<file path="src/rtl/calc1_pkg.sv">
// Shared types for the calc1 port scheduler: command codes, response codes
// and per-port FSM states.
package calc1_pkg;

  localparam int unsigned CMD_BITS = 4;

  typedef enum logic [CMD_BITS-1:0] {
    CMD_NOP = 4'd0,
    CMD_ADD = 4'd1,
    CMD_SUB = 4'd2,
    CMD_LSH = 4'd5,
    CMD_RSH = 4'd6
  } cmd_e;

  typedef enum logic [1:0] {
    RESP_NONE = 2'd0,
    RESP_OK   = 2'd1,
    RESP_OVF  = 2'd2,
    RESP_INV  = 2'd3
  } resp_e;

  typedef enum logic [1:0] {
    IDLE = 2'd0,
    OP2  = 2'd1,
    PEND = 2'd2
  } port_state_e;

endpackage

</file>
<file path="src/rtl/calc1_port_scheduler_if.sv">
// Requester-side bus of the calc1 port scheduler: flat per-port command,
// operand, ready and response lanes.
interface calc1_port_scheduler_if #(
  parameter int unsigned NUM_PORTS = 4,
  parameter int unsigned DATA_W    = 32,
  parameter int unsigned CMD_W     = 4
);
  logic [NUM_PORTS*CMD_W-1:0]  req_cmd_in;
  logic [NUM_PORTS*DATA_W-1:0] req_data_in;
  logic [NUM_PORTS-1:0]        in_rdy;
  logic [NUM_PORTS*2-1:0]      out_resp;
  logic [NUM_PORTS*DATA_W-1:0] out_data;

  modport master (
    output req_cmd_in, req_data_in,
    input  in_rdy, out_resp, out_data
  );

  modport slave (
    input  req_cmd_in, req_data_in,
    output in_rdy, out_resp, out_data
  );
endinterface

</file>
<file path="src/rtl/calc1_port_fsm.sv">
// Per-port request capture: latches cmd/op1, then op2, then holds the
// request pending until the arbiter grants it.
module calc1_port_fsm
  import calc1_pkg::*;
#(
  parameter int unsigned DATA_W = 32,
  parameter int unsigned CMD_W  = 4
) (
  input  logic              c_clk,
  input  logic              reset,
  input  logic [CMD_W-1:0]  cmd_i,
  input  logic [DATA_W-1:0] data_i,
  input  logic              grant_i,
  output logic              in_rdy_o,
  output logic              pend_o,
  output logic [CMD_W-1:0]  cmd_o,
  output logic [DATA_W-1:0] op1_o,
  output logic [DATA_W-1:0] op2_o
);

  port_state_e       state_q, state_d;
  logic [CMD_W-1:0]  cmd_q, cmd_d;
  logic [DATA_W-1:0] op1_q, op1_d;
  logic [DATA_W-1:0] op2_q, op2_d;

  always_ff @(posedge c_clk or posedge reset) begin
    if (reset) begin
      state_q <= IDLE;
      cmd_q   <= '0;
      op1_q   <= '0;
      op2_q   <= '0;
    end else begin
      state_q <= state_d;
      cmd_q   <= cmd_d;
      op1_q   <= op1_d;
      op2_q   <= op2_d;
    end
  end

  always_comb begin
    state_d = state_q;
    cmd_d   = cmd_q;
    op1_d   = op1_q;
    op2_d   = op2_q;
    unique case (state_q)
      IDLE: if (cmd_i != CMD_W'(CMD_NOP)) begin
        state_d = OP2;
        cmd_d   = cmd_i;
        op1_d   = data_i;
      end
      OP2: begin
        op2_d   = data_i;
        state_d = PEND;
      end
      PEND: if (grant_i) state_d = IDLE;
      default: state_d = IDLE;
    endcase
  end

  assign in_rdy_o = (state_q == IDLE);
  assign pend_o   = (state_q == PEND);
  assign cmd_o    = cmd_q;
  assign op1_o    = op1_q;
  assign op2_o    = op2_q;

endmodule

</file>
<file path="src/rtl/calc1_port_scheduler.sv">
// calc1 port scheduler: per-port request FSMs sharing one registered ALU.
// Arbitration is round-robin by default; CALC1_FIXED_PRIO_EN selects fixed priority.
module calc1_port_scheduler
  import calc1_pkg::*;
#(
  parameter int unsigned NUM_PORTS = 4,
  parameter int unsigned DATA_W    = 32,
  parameter int unsigned CMD_W     = 4,
  parameter int unsigned SHIFT_W   = 5
) (
  input  logic                   c_clk,
  input  logic                   reset,
  calc1_port_scheduler_if.slave  bus
);

  localparam int unsigned IDX_W = (NUM_PORTS > 1) ? $clog2(NUM_PORTS) : 1;

  logic [NUM_PORTS-1:0] pend, grant, rdy;
  logic [CMD_W-1:0]     cmd_arr [NUM_PORTS];
  logic [DATA_W-1:0]    op1_arr [NUM_PORTS];
  logic [DATA_W-1:0]    op2_arr [NUM_PORTS];

  logic                 grant_vld;
  logic [IDX_W-1:0]     grant_idx;

  for (genvar g = 0; g < NUM_PORTS; g++) begin : g_port
    assign grant[g] = grant_vld && (grant_idx == IDX_W'(g));

    calc1_port_fsm #(
      .DATA_W (DATA_W),
      .CMD_W  (CMD_W)
    ) u_fsm (
      .c_clk    (c_clk),
      .reset    (reset),
      .cmd_i    (bus.req_cmd_in[g*CMD_W +: CMD_W]),
      .data_i   (bus.req_data_in[g*DATA_W +: DATA_W]),
      .grant_i  (grant[g]),
      .in_rdy_o (rdy[g]),
      .pend_o   (pend[g]),
      .cmd_o    (cmd_arr[g]),
      .op1_o    (op1_arr[g]),
      .op2_o    (op2_arr[g])
    );
  end

  assign bus.in_rdy = rdy;

`ifdef CALC1_FIXED_PRIO_EN
  always_comb begin
    grant_vld = 1'b0;
    grant_idx = '0;
    for (int unsigned i = 0; i < NUM_PORTS; i++) begin
      if (pend[IDX_W'(i)] && !grant_vld) begin
        grant_vld = 1'b1;
        grant_idx = IDX_W'(i);
      end
    end
  end
`else
  logic [IDX_W-1:0] rr_ptr_q, rr_ptr_d;
  logic [IDX_W-1:0] cand;

  // Scan starts at the pointer and wraps; first pending port wins.
  always_comb begin
    grant_vld = 1'b0;
    grant_idx = '0;
    cand      = '0;
    for (int unsigned k = 0; k < NUM_PORTS; k++) begin
      cand = IDX_W'((32'(rr_ptr_q) + k) % NUM_PORTS);
      if (pend[cand] && !grant_vld) begin
        grant_vld = 1'b1;
        grant_idx = cand;
      end
    end
    rr_ptr_d = rr_ptr_q;
    if (grant_vld)
      rr_ptr_d = (grant_idx == IDX_W'(NUM_PORTS-1)) ? '0 : grant_idx + IDX_W'(1);
  end

  always_ff @(posedge c_clk or posedge reset) begin
    if (reset) rr_ptr_q <= '0;
    else       rr_ptr_q <= rr_ptr_d;
  end
`endif

  logic [CMD_W-1:0]  g_cmd;
  logic [DATA_W-1:0] g_op1, g_op2;
  logic [DATA_W:0]   sum;
  resp_e             alu_resp;
  logic [DATA_W-1:0] alu_data;

  always_comb begin
    g_cmd    = cmd_arr[grant_idx];
    g_op1    = op1_arr[grant_idx];
    g_op2    = op2_arr[grant_idx];
    sum      = {1'b0, g_op1} + {1'b0, g_op2};
    alu_resp = RESP_NONE;
    alu_data = '0;
    if (grant_vld) begin
      case (g_cmd)
        CMD_W'(CMD_ADD): begin
          if (sum[DATA_W]) alu_resp = RESP_OVF;
          else begin
            alu_resp = RESP_OK;
            alu_data = sum[DATA_W-1:0];
          end
        end
        CMD_W'(CMD_SUB): begin
          if (g_op2 > g_op1) alu_resp = RESP_OVF;
          else begin
            alu_resp = RESP_OK;
            alu_data = g_op1 - g_op2;
          end
        end
        CMD_W'(CMD_LSH): begin
          alu_resp = RESP_OK;
          alu_data = g_op1 << g_op2[SHIFT_W-1:0];
        end
        CMD_W'(CMD_RSH): begin
          alu_resp = RESP_OK;
          alu_data = g_op1 >> g_op2[SHIFT_W-1:0];
        end
        default: alu_resp = RESP_INV;
      endcase
    end
  end

  resp_e             res_resp_q;
  logic [DATA_W-1:0] res_data_q;
  logic [IDX_W-1:0]  res_idx_q;

  always_ff @(posedge c_clk or posedge reset) begin
    if (reset) begin
      res_resp_q <= RESP_NONE;
      res_data_q <= '0;
      res_idx_q  <= '0;
    end else begin
      res_resp_q <= alu_resp;
      res_data_q <= alu_data;
      res_idx_q  <= grant_idx;
    end
  end

  logic [NUM_PORTS*2-1:0]      resp_vec;
  logic [NUM_PORTS*DATA_W-1:0] data_vec;

  always_comb begin
    resp_vec = '0;
    data_vec = '0;
    for (int unsigned i = 0; i < NUM_PORTS; i++) begin
      if (res_idx_q == IDX_W'(i)) begin
        resp_vec[i*2 +: 2]           = res_resp_q;
        data_vec[i*DATA_W +: DATA_W] = res_data_q;
      end
    end
  end

  assign bus.out_resp = resp_vec;
  assign bus.out_data = data_vec;

endmodule

</file>
<file path="src/flat_wrapper.sv">
// flat-port wrapper written by rule: the top's interface ports become plain ports
module calc1_port_scheduler_flat import calc1_pkg::*;
#(
  parameter int unsigned NUM_PORTS = 4,
  parameter int unsigned DATA_W    = 32,
  parameter int unsigned CMD_W     = 4,
  parameter int unsigned SHIFT_W   = 5
)
  (c_clk, reset, bus_req_cmd_in, bus_req_data_in, bus_in_rdy, bus_out_resp, bus_out_data);
  calc1_port_scheduler_if #(.NUM_PORTS(NUM_PORTS), .DATA_W(DATA_W), .CMD_W(CMD_W)) bus_i ();
  input  logic c_clk;
  input  logic reset;
  input wire logic [$bits(bus_i.req_cmd_in)-1:0] bus_req_cmd_in;
  input wire logic [$bits(bus_i.req_data_in)-1:0] bus_req_data_in;
  output wire logic [$bits(bus_i.in_rdy)-1:0] bus_in_rdy;
  output wire logic [$bits(bus_i.out_resp)-1:0] bus_out_resp;
  output wire logic [$bits(bus_i.out_data)-1:0] bus_out_data;
  assign bus_i.req_cmd_in = bus_req_cmd_in;
  assign bus_i.req_data_in = bus_req_data_in;
  assign bus_in_rdy = bus_i.in_rdy;
  assign bus_out_resp = bus_i.out_resp;
  assign bus_out_data = bus_i.out_data;
  calc1_port_scheduler #(.NUM_PORTS(NUM_PORTS), .DATA_W(DATA_W), .CMD_W(CMD_W), .SHIFT_W(SHIFT_W)) u_core (.c_clk(c_clk), .reset(reset), .bus(bus_i));
endmodule
</file>
<file path="config.mk">
export PLATFORM = sky130hd
export DESIGN_NAME = calc1_port_scheduler_flat
export DESIGN_NICKNAME = d
export VERILOG_FILES = /design/src/rtl/calc1_pkg.sv /design/src/rtl/calc1_port_scheduler_if.sv /design/src/rtl/calc1_port_fsm.sv /design/src/rtl/calc1_port_scheduler.sv /design/src/flat_wrapper.sv
export SDC_FILE = /design/constraint.sdc
export NUM_CORES = 1
export LEC_CHECK = 0
export CORE_ASPECT_RATIO = 1.25
export CORE_MARGIN = 2
export CORE_UTILIZATION = 55
export DETAILED_ROUTE_END_ITERATION = 8
export PLACE_DENSITY = 0.8
export SYNTH_ARGS = -nofsm -noshare
export SYNTH_HDL_FRONTEND = slang
export SYNTH_SLANG_ARGS = --single-unit
</file>
<file path="constraint.sdc">
create_clock -name c_clk -period 28.8 [get_ports c_clk]
set_input_delay 2.88 -clock c_clk [delete_from_list [all_inputs] [get_ports c_clk]]
set_output_delay 2.88 -clock c_clk [all_outputs]
set_load 0.005 [all_outputs]
</file>
==> reports/qor.yml, run 1 <==
first_global_vias: 20300
synth_warnings: 0
track_usage_pct: 39.7
cts_buffers: 35
wl_met1_um: 32000
startpoint_type: "flip-flop"
synth-main-ff-cell: "dfrtp_1"
detail-route-antenna-nets: 0
grt_setup_unrepaired: "false"
drcViolationCount: 0
cp_top_family: "compound AO/OA/AOI/OAI gates"
antenna_cells: 0
cts_resized: 0
syn_inst: 2397
critPathCaptureType: "flip-flop"
finalHoldViolCount: 0
dr_wl_met2_um: 39600
timing.final.crit_share_pct: 27.3
drt-wirelength-per-cell_um: 27.0
synth-edff-count: 0
die_area_um2: 41700
cp_slowest_cell: "o41ai_1"
place.gp.congestion: 1.07
dr.pass1.iters: 9
clk_pin_slew_worst_paths_ps: 70
critical_path_buf_inv_count: 4
grt-ovfl-total: 0
detail_route.vias_per_cell: 6.57
tightest_slew_ps: 1280
worstSkewPairLatency_ps: 560
antenna_found_initial: 1
cts_sinks: 318
dp_hpwl_um: 62300
totalWireLength_um: 84000
path_max_fanout: 50
relSlewSlack_pct: 13.5
final_layout_size_suffix_gt1_share_pct: 16.4
dr_wl_met3_um: 7080
cp.required_ps: 29250
nets: 2810
tritoncts: "built"
ctsHtreeMaxLevel: 2
drt-initial-drc-count: 2136
setup_viol: 0
grt_max_degree: 94
grt_pass1_wl_um: 126000
io_buffer_count: 285
post_cts_buffers: 0
min_period_ps: 7870
syn-num-nets: 2615
syn_to_final_growth_pct: 19.1
initial_core_util_pct: 56.0
via_count: 20500
syn_area_um2: 22000
clock_path_buffers: 3
hold_buffers: 0
rows: 81
fmax_mhz: 127
status: "finished clean"
skew_ps: 26.6
hp-class: "reg -> reg"
clockRootBuffer: "clkbuf_16"
fp.dieH_um: 228
top_layer: "met5"
maxCapViolations: 0
die_x_um: 183
synth-seq-cells: 318
yosysSeqAreaShare_pct: 36.1
io_pins: 286
synthArstFlopShare_pct: 100
critPathArrivalTime_ps: 8310
dp_slack_ps: 21310
core_um2: 39300
synth_cell_types: 86
final.setup.worst_slack_ps: 20930
slew_viol_final: 0
path_cells: "nand2b_2, a21oi_1, a22o_4, clkinv_2, nand2_1, a32o_2, buf_4, inv_4, fa_1, nor2b_1, o311a_1, o41ai_1, o41ai_1, o31a_1, o22ai_1, o31a_1, buf_4, a32oi_1, a22o_1, a41oi_1"
max_stage_delay_ps: 1030
totalNegativeSetupSlack_ps: 0
avgSynthCellArea_um2: 9.19
crit_type: "reg -> reg"
-- cell usage in the layout, fill, tap and decap left out, types with 9 or more instances in the layout --
cell             instances
a22o_1                  12
a22oi_1                 40
and2_1                 135
o21a_1                  12
nor2b_1                 22
a211oi_1                16
o22ai_1                 15
nand2_1                313
nand3_1                 82
a21o_1                  16
ha_1                    70
nor3_1                  34
xnor2_1                 22
a21oi_1                140
a221oi_1                11
mux2i_1                104
or3_1                   14
o21ai_0                 70
nand2b_1                18
clkdlybuf4s50_1        285
o211ai_1                26
o21bai_1                12
and3_1                  41
buf_4                   43
mux2_2                 291
dfrtp_1                318
inv_1                   80
a31oi_1                 27
nand3b_1                 9
nor2_1                 117
clkbuf_16               35
-- per-stage QoR --
step / util, % / hold slack, ps / std cells / area [µm²]
after floorplan: - / 479 / 2397 / 22000
after global placement: 63.8 / 487 / 3053 / 25100
after detailed placement: 63.8 / 492 / 3053 / 25100
after CTS: 66.7 / 506 / 3113 / 26200
after global routing: 66.7 / 513 / 3113 / 26200
final: 66.7 / 506 / 3113 / 26200
-- cell usage after synthesis (11+ instances only) --
cell / number / share of area (%)
dfrtp_1: 318 / 36
nand2_1: 313 / 5.3
mux2_2: 291 / 15
a21oi_1: 140 / 3.2
and2_1: 135 / 3.8
nor2_1: 118 / 2.0
mux2i_1: 105 / 4.8
clkbuf_1: 88 / 1.5
nand3_1: 82 / 1.9
inv_1: 81 / 1.4
ha_1: 70 / 4.0
o21ai_0: 70 / 1.6
buf_2: 47 / 1.1
and3_1: 41 / 1.2
a22oi_1: 40 / 1.4
nor3_1: 38 / 0.86
a31oi_1: 27 / 0.77
o211ai_1: 26 / 0.89
nor2b_1: 23 / 0.65
xnor2_1: 22 / 0.87
nand2b_1: 21 / 0.60
a211oi_1: 17 / 0.58
a21o_1: 16 / 0.55
o22ai_1: 15 / 0.43
buf_1: 14 / 0.24
or3_1: 14 / 0.40
a22o_1: 13 / 0.52
buf_4: 12 / 0.41
o21a_1: 12 / 0.41
o21bai_1: 12 / 0.41
a221oi_1: 11 / 0.44
-- flip-flops by register name, indices dropped and copies added, names as in the netlist --
| register | count |
|---|---|
| u_core.res_idx_q | 2 |
| u_core.g_port.u_fsm.state_q | 8 |
| u_core.res_data_q | 32 |
| u_core.g_port.u_fsm.op2_o | 128 |
| u_core.g_port.u_fsm.cmd_o | 16 |
| u_core.res_resp_q | 2 |
| u_core.rr_ptr_q | 2 |
| u_core.g_port.u_fsm.op1_o | 128 |
-- final timing paths --
path / from / to / slack (ps) / cells past startpoint
min reg2reg: u_core.g_port[2].u_fsm.op2_o[9] / u_core.g_port[2].u_fsm.op2_o[9] / 510 / 1
max: u_core.g_port[1].u_fsm.state_q[0] / u_core.res_data_q[5] / 20930 / 20
max in group asynchronous: reset / u_core.g_port[1].u_fsm.op2_o[25] / 24500 / 3
min in group asynchronous: reset / u_core.g_port[0].u_fsm.state_q[1] / 2820 / 2
min: u_core.g_port[2].u_fsm.op2_o[9] / u_core.g_port[2].u_fsm.op2_o[9] / 510 / 1
max reg2reg: u_core.g_port[1].u_fsm.state_q[0] / u_core.res_data_q[5] / 20930 / 20
-- cell type report --
type | count | area (µm²)
sequential | 318 | 7960
tap | 498 | 623
multi-input combinational | 1824 | 13000
timing repair buffer | 328 | 3180
clock buffer | 48 | 975
fill | 3080 | 13100
inverter | 85 | 330
clock inverter | 12 | 180
-- layer usage --
metal  up-vias  track usage, %
li1       8927               -
met1     10100            49.1
met2      1164            65.1
met3       275            7.70
met4         2            22.1
met5         -               0
-- logic make-up after synthesis --
kind of cell / count (synthesis) / synth area share (%)
AO/OA/AOI/OAI: 509 / 15.8
buffers and inverters: 255 / 5.18
adder cells (fa/ha/maj): 72 / 4.16
flip-flops: 318 / 36.1
multiplexers: 399 / 19.9
AND/OR/NAND/NOR: 819 / 17.8
XOR/XNOR: 25 / 0.994
-- worst reg2reg max path: stages (launching register included) --
cell and delay [ps]:
dfrtp_1 410, nand2b_2 270, a21oi_1 390, a22o_4 500, clkinv_2 440, nand2_1 200
a32o_2 210, buf_4 590, inv_4 470, fa_1 580, nor2b_1 180, o311a_1 340
o41ai_1 1030, o41ai_1 260, o31a_1 320, o22ai_1 350, o31a_1 200, buf_4 390
a32oi_1 130, a22o_1 260, a41oi_1 280
Power of run 1 is left out: the tool's default activity adds up to more than one toggle a clock period on the data nets, which glitch-free logic cannot reach.
==> run 2, diff against run 1 <==
clock period = 8 ns   (was 28.8 ns; I/O delays follow)
==> reports/qor.yml, run 2 (same netlist as run 1, synthesis figures left out) <==
status: "finished clean"
fp.dieH_um: 228
ctsHtreeMaxLevel: 2
dr.pass1.iters: 6
drt-wirelength-per-cell_um: 26.8
cpMostUsedCell: "a21oi_1"
r2r-start: "u_core.g_port[1].u_fsm.state_q[0]"
die_x_um: 183
startpoint_type: "flip-flop"
final_layout_size_suffix_gt1_share_pct: 16.6
slew_viol_final: 0
worstSkewPairLatency_ps: 550
r2r-end: "u_core.res_data_q[17]"
cp_slowest_cell: "buf_4"
dp_slack_ps: 987
io_pins: 286
totalWireLength_um: 83500
post_cts_buffers: 0
maxCapViolations: 0
skew_ps: 22.9
layout_common_cells: "dfrtp_1 (318), nand2_1 (313), mux2_2 (291)"
track_usage_pct: 39.6
cts_sinks: 318
first_global_vias: 20300
io_buffer_count: 285
detail-route-antenna-nets: 0
cp.required_ps: 8390
antenna_cells: 0
antenna_found_initial: 5
max_stage_delay_ps: 730
dp_hpwl_um: 62200
final_common_cell: "dfrtp_1"
grt_pass1_wl_um: 126000
timing.final.crit_share_pct: 89.6
relSlewSlack_pct: 13.4
totalNegativeSetupSlack_ps: 0
drcViolationCount: 0
design_area_um2: 26300
clockRootBuffer: "clkbuf_16"
r2r_slack_ps: 830
hold-path-endpoint: "u_core.g_port[2].u_fsm.op1_o[12]"
fmax_mhz: 139
path_cells: "nand2b_2, a21oi_1, a22o_4, buf_4, a21oi_1, a22oi_1, ha_1, and3_1, or4b_1, o41ai_1, o31a_1, o22ai_1, o31ai_2, buf_4, nor3_1, a2111oi_0, a21oi_1"
cp_top_family: "compound AO/OA/AOI/OAI gates"
tritoncts: "built"
detail_route.vias_per_cell: 6.59
place_area_um2: 25200
cts_buffers: 34
critPathArrivalTime_ps: 7560
cts_resized: 0
grt-ovfl-total: 0
via_count: 20500
min_path_cells: 1
nets: 2815
initial_core_util_pct: 56.0
tightest_slew_ps: 1300
core_um2: 39300
hp-class: "reg -> reg"
crit_type: "reg -> reg"
path_max_fanout: 71
grt_setup_unrepaired: "false"
die_area_um2: 41700
syn_to_final_growth_pct: 19.3
grt_max_degree: 148
min_period_ps: 7170
finalHoldViolCount: 0
clock_path_buffers: 3
worstRegToRegCells: 17
rows: 81
hold_start: "u_core.g_port[2].u_fsm.op1_o[12]"
final.setup.worst_slack_ps: 831
timing.hold.ws_ps: 506
clk_pin_slew_worst_paths_ps: 60
hold_buffers: 0
critPathCaptureType: "flip-flop"
place.gp.congestion: 1.10
critical_path_buf_inv_count: 2
setup_viol: 0
drt-initial-drc-count: 2071
-- run 2: cell count changes in the layout (fill, tap and decap cells not counted) --
cell / delta
buf_12: +5
buf_4: +1
bufinv_16: -2
clkbuf_1: -2
clkbuf_16: -1
clkbuf_8: +1
clkinv_4: +1
-- run 2: stage by stage --
step | util [%] | cells
5_1_grt | 66.8 | 3116
4_1_cts | 66.8 | 3116
6_report | 66.8 | 3116
3_5_place_dp | 64.0 | 3059
3_3_place_gp | 64.0 | 3059
2_1_floorplan | - | 2397
-- run 2: cell type report --
class	count	area (µm²)
clock buffers	46	956
repair buffers	334	3280
well taps	498	623
inverters	85	327
flip-flops and latches	318	7960
multi-input cells	1824	13000
clock inverters	11	133
fillers	3100	13000
-- run 2: routing by layer --
metal,vias to the layer above,track usage (%),part of all wire (%)
met2,1259,65.1,47
met5,-,0,0.068
met4,8,20.7,6.1
met3,272,6.41,8.8
met1,10100,50.1,38
li1,8935,-,-
-- run 2: worst max path at each step --
| stage | start | end | depth (start not counted) |
|---|---|---|---|
| finish | u_core.g_port[1].u_fsm.state_q[0] | u_core.res_data_q[17] | 17 |
| global route | u_core.g_port[1].u_fsm.state_q[0] | u_core.res_data_q[12] | 23 |
| CTS | u_core.g_port[1].u_fsm.state_q[0] | u_core.res_data_q[17] | 17 |
| detailed placement | u_core.g_port[1].u_fsm.state_q[0] | u_core.res_data_q[17] | 17 |
| global placement | u_core.g_port[1].u_fsm.state_q[0] | u_core.res_data_q[17] | 17 |
| floorplan | u_core.g_port[2].u_fsm.state_q[0] | u_core.res_data_q[12] | 25 |
-- run 2: worst reg2reg max path: cells and delay by family, from the launching register on --
| kind | cells | cell delay [ps] |
|---|---|---|
| AOI/OAI and AO/OA | 10 | 3900 |
| adders and majority gates | 1 | 470 |
| buffers and inverters | 2 | 1030 |
| DFF | 1 | 420 |
| and+or+nand+nor | 4 | 1200 |
Power of run 2 is left out for the same reason.
